===== config.mk =====
export PLATFORM = sky130hd
export DESIGN_NAME = bus_arbiter
export DESIGN_NICKNAME = d
export VERILOG_FILES = /design/src/rtl/bus_arbiter.sv
export SDC_FILE = /design/constraint.sdc
export NUM_CORES = 1
export LEC_CHECK = 0
export CAP_MARGIN = 5
export CORE_AREA = 10 10 58 60
export DETAILED_ROUTE_END_ITERATION = 8
export DIE_AREA = 0 0 68 70
export PLACE_DENSITY = 0.68
export REMOVE_ABC_BUFFERS = 1
export SETUP_SLACK_MARGIN = 0.1
export SLEW_MARGIN = 15
export SYNTH_ARGS = -nofsm -noshare
export SYNTH_HDL_FRONTEND = slang
export SYNTH_SLANG_ARGS = --single-unit

===== constraint.sdc =====
create_clock -name clk -period 2.63 [get_ports clk]
set_input_delay 0.263 -clock clk [delete_from_list [all_inputs] [get_ports clk]]
set_output_delay 0.263 -clock clk [all_outputs]
set_load 0.05 [all_outputs]

===== src/rtl/bus_arbiter.sv =====
// Round-robin arbiter sharing one serial slave port among NUM_MASTERS bit-serial masters.
// Grants one owner per transaction, inserts a release cycle between owners and reclaims the bus via a watchdog.

module bus_arbiter_chk #(
    parameter int NUM_MASTERS = 2
) (
    input logic                   clk,
    input logic                   rstn,
    input logic [NUM_MASTERS-1:0] grant,
    input logic                   busy,
    input logic                   timeout
);

    a_grant_onehot0: assert property (@(posedge clk) disable iff (!rstn) $onehot0(grant));
    a_timeout_no_grant: assert property (@(posedge clk) disable iff (!rstn) timeout |-> (grant == {NUM_MASTERS{1'b0}}));
    a_busy_has_grant: assert property (@(posedge clk) disable iff (!rstn) busy |-> (grant != {NUM_MASTERS{1'b0}}));

endmodule

module bus_arbiter #(
    parameter int NUM_MASTERS = 2,
    parameter int TIMEOUT     = 64,
    parameter int IDX_W       = $clog2(NUM_MASTERS)
) (
    input  logic                   clk,
    input  logic                   rstn,
    input  logic [NUM_MASTERS-1:0] req,
    output logic [NUM_MASTERS-1:0] grant,
    input  logic [NUM_MASTERS-1:0] m_mode,
    input  logic [NUM_MASTERS-1:0] m_wr_bus,
    input  logic [NUM_MASTERS-1:0] m_valid,
    input  logic [NUM_MASTERS-1:0] m_ready,
    output logic                   m_rd_bus,
    output logic [NUM_MASTERS-1:0] m_slave_ready,
    output logic [NUM_MASTERS-1:0] m_slave_valid,
    output logic                   mode,
    output logic                   wr_bus,
    output logic                   master_valid,
    output logic                   master_ready,
    input  logic                   rd_bus,
    input  logic                   slave_ready,
    input  logic                   slave_valid,
    output logic [IDX_W-1:0]       owner,
    output logic                   busy,
    output logic                   timeout
);

    localparam int CNT_W = (TIMEOUT > 1) ? $clog2(TIMEOUT) : 1;
    localparam logic [CNT_W-1:0] CNT_LAST = CNT_W'((TIMEOUT > 0) ? (TIMEOUT - 1) : 0);
    localparam logic WD_EN = (TIMEOUT != 0);

    typedef enum logic [1:0] {
        ST_IDLE    = 2'd0,
        ST_BUSY    = 2'd1,
        ST_RELEASE = 2'd2
    } state_e;

    state_e                 state_q, state_d;
    logic [NUM_MASTERS-1:0] grant_q, grant_d;
    logic [IDX_W-1:0]       owner_q, owner_d;
    logic [IDX_W-1:0]       rr_ptr_q, rr_ptr_d;
    logic [CNT_W-1:0]       cnt_q, cnt_d;
    logic                   busy_q, busy_d;
    logic                   timeout_q, timeout_d;
    logic                   sel_found_s;
    logic [IDX_W-1:0]       sel_idx_s;
    logic                   wd_fire_s;

    function automatic logic [IDX_W-1:0] rr_idx(input logic [IDX_W-1:0] base, input int off);
        int sum;
        sum = int'(base) + off;
        return IDX_W'(sum % NUM_MASTERS);
    endfunction

    // Search downward so the lowest offset from the pointer wins; the pointer sits just past the last owner.
    always_comb begin
        sel_found_s = 1'b0;
        sel_idx_s   = {IDX_W{1'b0}};
        for (int i = NUM_MASTERS - 1; i >= 0; i--) begin
            sel_found_s = sel_found_s | req[rr_idx(rr_ptr_q, i)];
            sel_idx_s   = req[rr_idx(rr_ptr_q, i)] ? rr_idx(rr_ptr_q, i) : sel_idx_s;
        end
    end

    assign wd_fire_s = WD_EN && (cnt_q == CNT_LAST);

    // State and registered-output flops.
    always_ff @(posedge clk or negedge rstn) begin
        if (!rstn) begin
            state_q   <= ST_IDLE;
            grant_q   <= {NUM_MASTERS{1'b0}};
            owner_q   <= {IDX_W{1'b0}};
            rr_ptr_q  <= {IDX_W{1'b0}};
            cnt_q     <= {CNT_W{1'b0}};
            busy_q    <= 1'b0;
            timeout_q <= 1'b0;
        end else begin
            state_q   <= state_d;
            grant_q   <= grant_d;
            owner_q   <= owner_d;
            rr_ptr_q  <= rr_ptr_d;
            cnt_q     <= cnt_d;
            busy_q    <= busy_d;
            timeout_q <= timeout_d;
        end
    end

    // Next-state decode.
    always_comb begin
        state_d = state_q;
        case (state_q)
            ST_IDLE: begin
                if (sel_found_s) state_d = ST_BUSY;
                else             state_d = ST_IDLE;
            end
            ST_BUSY: begin
                if (!req[owner_q] || wd_fire_s) state_d = ST_RELEASE;
                else                            state_d = ST_BUSY;
            end
            ST_RELEASE: state_d = ST_IDLE;
            default:    state_d = ST_IDLE;
        endcase
    end

    // Next values of grant, owner, pointer, watchdog and status flags.
    always_comb begin
        grant_d   = grant_q;
        owner_d   = owner_q;
        rr_ptr_d  = rr_ptr_q;
        cnt_d     = cnt_q;
        busy_d    = 1'b0;
        timeout_d = 1'b0;
        case (state_q)
            ST_IDLE: begin
                if (sel_found_s) begin
                    grant_d            = {NUM_MASTERS{1'b0}};
                    grant_d[sel_idx_s] = 1'b1;
                    owner_d            = sel_idx_s;
                    rr_ptr_d           = rr_idx(sel_idx_s, 1);
                    cnt_d              = {CNT_W{1'b0}};
                    busy_d             = 1'b1;
                end else begin
                    grant_d = {NUM_MASTERS{1'b0}};
                end
            end
            ST_BUSY: begin
                if (state_d == ST_RELEASE) begin
                    grant_d   = {NUM_MASTERS{1'b0}};
                    cnt_d     = {CNT_W{1'b0}};
                    timeout_d = req[owner_q];
                end else begin
                    cnt_d  = cnt_q + {{(CNT_W-1){1'b0}}, 1'b1};
                    busy_d = 1'b1;
                end
            end
            ST_RELEASE: begin
                grant_d = {NUM_MASTERS{1'b0}};
                cnt_d   = {CNT_W{1'b0}};
            end
            default: begin
                grant_d  = {NUM_MASTERS{1'b0}};
                owner_d  = {IDX_W{1'b0}};
                rr_ptr_d = {IDX_W{1'b0}};
                cnt_d    = {CNT_W{1'b0}};
            end
        endcase
    end

    // Forward mux keyed on the registered grant so a non-owner never reaches the slave.
    always_comb begin
        if (grant_q != {NUM_MASTERS{1'b0}}) begin
            mode         = m_mode[owner_q];
            wr_bus       = m_wr_bus[owner_q];
            master_valid = m_valid[owner_q];
            master_ready = m_ready[owner_q];
        end else begin
            mode         = 1'b0;
            wr_bus       = 1'b0;
            master_valid = 1'b0;
            master_ready = 1'b0;
        end
    end

    assign m_rd_bus      = rd_bus;
    assign m_slave_ready = {NUM_MASTERS{slave_ready}} & grant_q;
    assign m_slave_valid = {NUM_MASTERS{slave_valid}} & grant_q;
    assign grant         = grant_q;
    assign owner         = owner_q;
    assign busy          = busy_q;
    assign timeout       = timeout_q;

    bus_arbiter_chk #(.NUM_MASTERS(NUM_MASTERS)) u_chk (
        .clk     (clk),
        .rstn    (rstn),
        .grant   (grant_q),
        .busy    (busy_q),
        .timeout (timeout_q)
    );

endmodule


==> reports/metrics.yaml <==
worst_hold_path:
  hold_path_class: "input pin to async pin"
detailed_routing:
  post_drt_via_cell_ratio: 4.99
  drc_errors: 0
  num_vias: 714
  wl_per_cell_um: 13.5
  wirelength_um: 1930
  first_pass_iters: 4
  ant_nets: 0
  dr.first_iter.drc_count: 18
worst_setup_path:
  cp_max_fo: 10
  endpoint_kind: "primary output"
  worstSetupStartpointType: "register"
  required_ns: 2.37
  path_class: "register to primary output"
  worstRegToRegCells: 6
  crit_arrival_ns: 1.93
floorplanning:
  core_area_mm2: 0.00234
  fp.dieH_um: 70
  row_count: 18
  ios: 29
  fp.dieArea_mm2: 0.00476
  die_w_um: 68
  start_util_pct: 36.3
clocking:
  htree_levels: 1
  cts_buffer_depth: 2
  clockRootBuffer: "clkbuf_4"
  clkLatencyLatePin_ns: 0.27
  cts.sinks: 14
  cts_made_buffers: 3
  cts_hold_buf: 0
  post_cts_buffers: 0
  cts_tree: "yes"
  clkTransAtPathRegs_ns: 0.09
  cts_repair_resize_count: 0
sta:
  period_share_pct: 83.5
  fin_crit_ns: 2.20
  timing.slew.headroom_pct: 58.8
  worst_pin_slew_ns: 0.616
  fmax_ghz: 0.455
  finalMaxSlewViolations: 0
  hold_violations: 0
  rsz0062_at_grt: "false"
  skew_ns: 0.00438
  setup_violations: 0
  tns_ns: 0
  fin_ws_ns: 0.433
global_route:
  grt_pass1_vias: 695
  grt_pass1_wl_um: 3110
  grt-ovfl-total: 0
  antenna_found_initial: 0
  grtUsageTotal_pct: 8.20
  grt_start_max_net_pins: 15
synthesis:
  synthesis.instances: 88
  avgSynthCellArea_um2: 9.67
  syn-cell-area_um2: 851
  netlist.area_leader.share_pct: 41.2
  synth.area.top_cells: "dfrtp_1 (41%), mux2i_1 (5.9%), nor2_1 (5.7%)"
  yosys_warnings: 0
  ys_types: 30
  synth-seq-cells: 14
  yosys.area.top_type: "dfrtp_1"
  yosysSeqAreaShare_pct: 41.2
power_and_ir_drop:
  ir_worst_vdd_mv: 0.566
  powerDensity_mw_per_mm2: 1060
  power.leakage_uw: 0.000467
finish:
  final_nets: 132
  regArea_um2: 350
  final_cells: 143
  fillers: 225
  multi_input_comb_area_um2: 447
  syn2layout_area_growth_pct: 34.7
  drive_gt1_share_pct: 7.96
  n_antenna_cell: 0
  final_common_cell: "clkdlybuf4s50_1"
  layout_common_cells: "clkdlybuf4s50_1 (26), dfrtp_1 (14), nor2_1 (13), o21ai_0 (9), mux2i_1 (5)"
placed_design:
  pre_cts_ws_ns: 0.651
  dp_hpwl_um: 1570
  gp_congestion: 0.816
  portBuffers: 26
  dp.cells: 139
status:
  run_status: "finished clean"
flow_run:
  max_cap_violations: 0
## critical path, stage by stage, from the launching register on
cell and delay (ns):
dfrtp_1 0.60, mux2i_1 0.15, nor2_1 0.10, clkdlybuf4s50_1 0.81
## Yosys cell counts
| library cell | number |
|---|---|
| o2111ai_1 | 1 |
| mux2i_1 | 5 |
| a22o_1 | 1 |
| o221ai_2 | 1 |
| mux2_4 | 1 |
| nand2_4 | 1 |
| nand3_1 | 3 |
| buf_4 | 3 |
| o21ai_0 | 9 |
| buf_6 | 1 |
| a21oi_1 | 1 |
| o21a_1 | 1 |
| ha_1 | 3 |
| o22ai_1 | 2 |
| xnor2_1 | 4 |
| nor2_1 | 13 |
| nor2b_1 | 2 |
| a21boi_0 | 1 |
| nor3b_4 | 1 |
| inv_1 | 4 |
| nand2b_1 | 1 |
| and3_1 | 1 |
| nand2_1 | 4 |
| dfrtp_1 | 14 |
| buf_2 | 1 |
| nor3b_1 | 1 |
| nor3_1 | 2 |
| and2_1 | 4 |
| o31ai_1 | 1 |
| o21a_4 | 1 |
## per-layer routing
metal	routed length (um)	up-vias	global-route usage, %
li1	-	353	-
met1	868	333	9.83
met2	837	26	13.3
met3	212	2	2.55
met4	10	0	2.68
met5	0	-	0
## final timing paths
path / start / to / slack (ns)
min in group clk: rd_bus / m_rd_bus / 0.53
setup reg to reg: state_q[1] / cnt_q[5] / 0.96
hold / removal: rstn / cnt_q[5] / 0.37
setup / recovery: owner / wr_bus / 0.43
hold reg to reg: cnt_q[0] / cnt_q[0] / 0.53
max in group asynchronous: rstn / owner / 1.86
## report_power, final
part	total [uW]	leakage [uW]	switching, uW	internal, uW
logic	731	0.000259	455	276
clock network	153	0.0000210	69.2	84.1
registers	329	0.000187	54.8	274
total	1210	0.000467	579	634
## logic make-up (layout without fill, tap and decap cells)
logic type	count (synthesis)	in the layout	share of synthesized area, %
compound gates	19	19	15.6
buf+inv	9	34	6.32
fa+ha+maj	3	3	4.41
mux	6	6	7.65
flops	14	14	41.2
simple gates	33	33	20.7
xor+xnor	4	4	4.12
## per-stage QoR
| step | cell area (um2) | util [%] | hold slack (ns) | power, uW |
|---|---|---|---|---|
| after floorplan | 812 | - | -0.0326 | 843 |
| after global routing | 1150 | 48.9 | 0.406 | 1300 |
| after global placement | 1110 | 47.4 | 0.520 | 1060 |
| final | 1150 | 48.9 | 0.366 | 1210 |
| after detailed placement | 1110 | 47.4 | 0.523 | 1070 |
| after CTS | 1150 | 48.9 | 0.381 | 1230 |
## state kept, by name, summed over array words and instances (netlist names)
signal,flops
busy,1
owner,1
timeout,1
state_q,2
rr_ptr_q,1
cnt_q,6
grant,2
## layout make-up
class                   count  area share [%]
repair buffers             26            22.7
inverters                   4            1.31
well taps                  30            3.28
clock buffers               4            3.17
multi-input cells          65            39.0
flip-flops and latches     14            30.6
(Power assumes the default switching activity.)
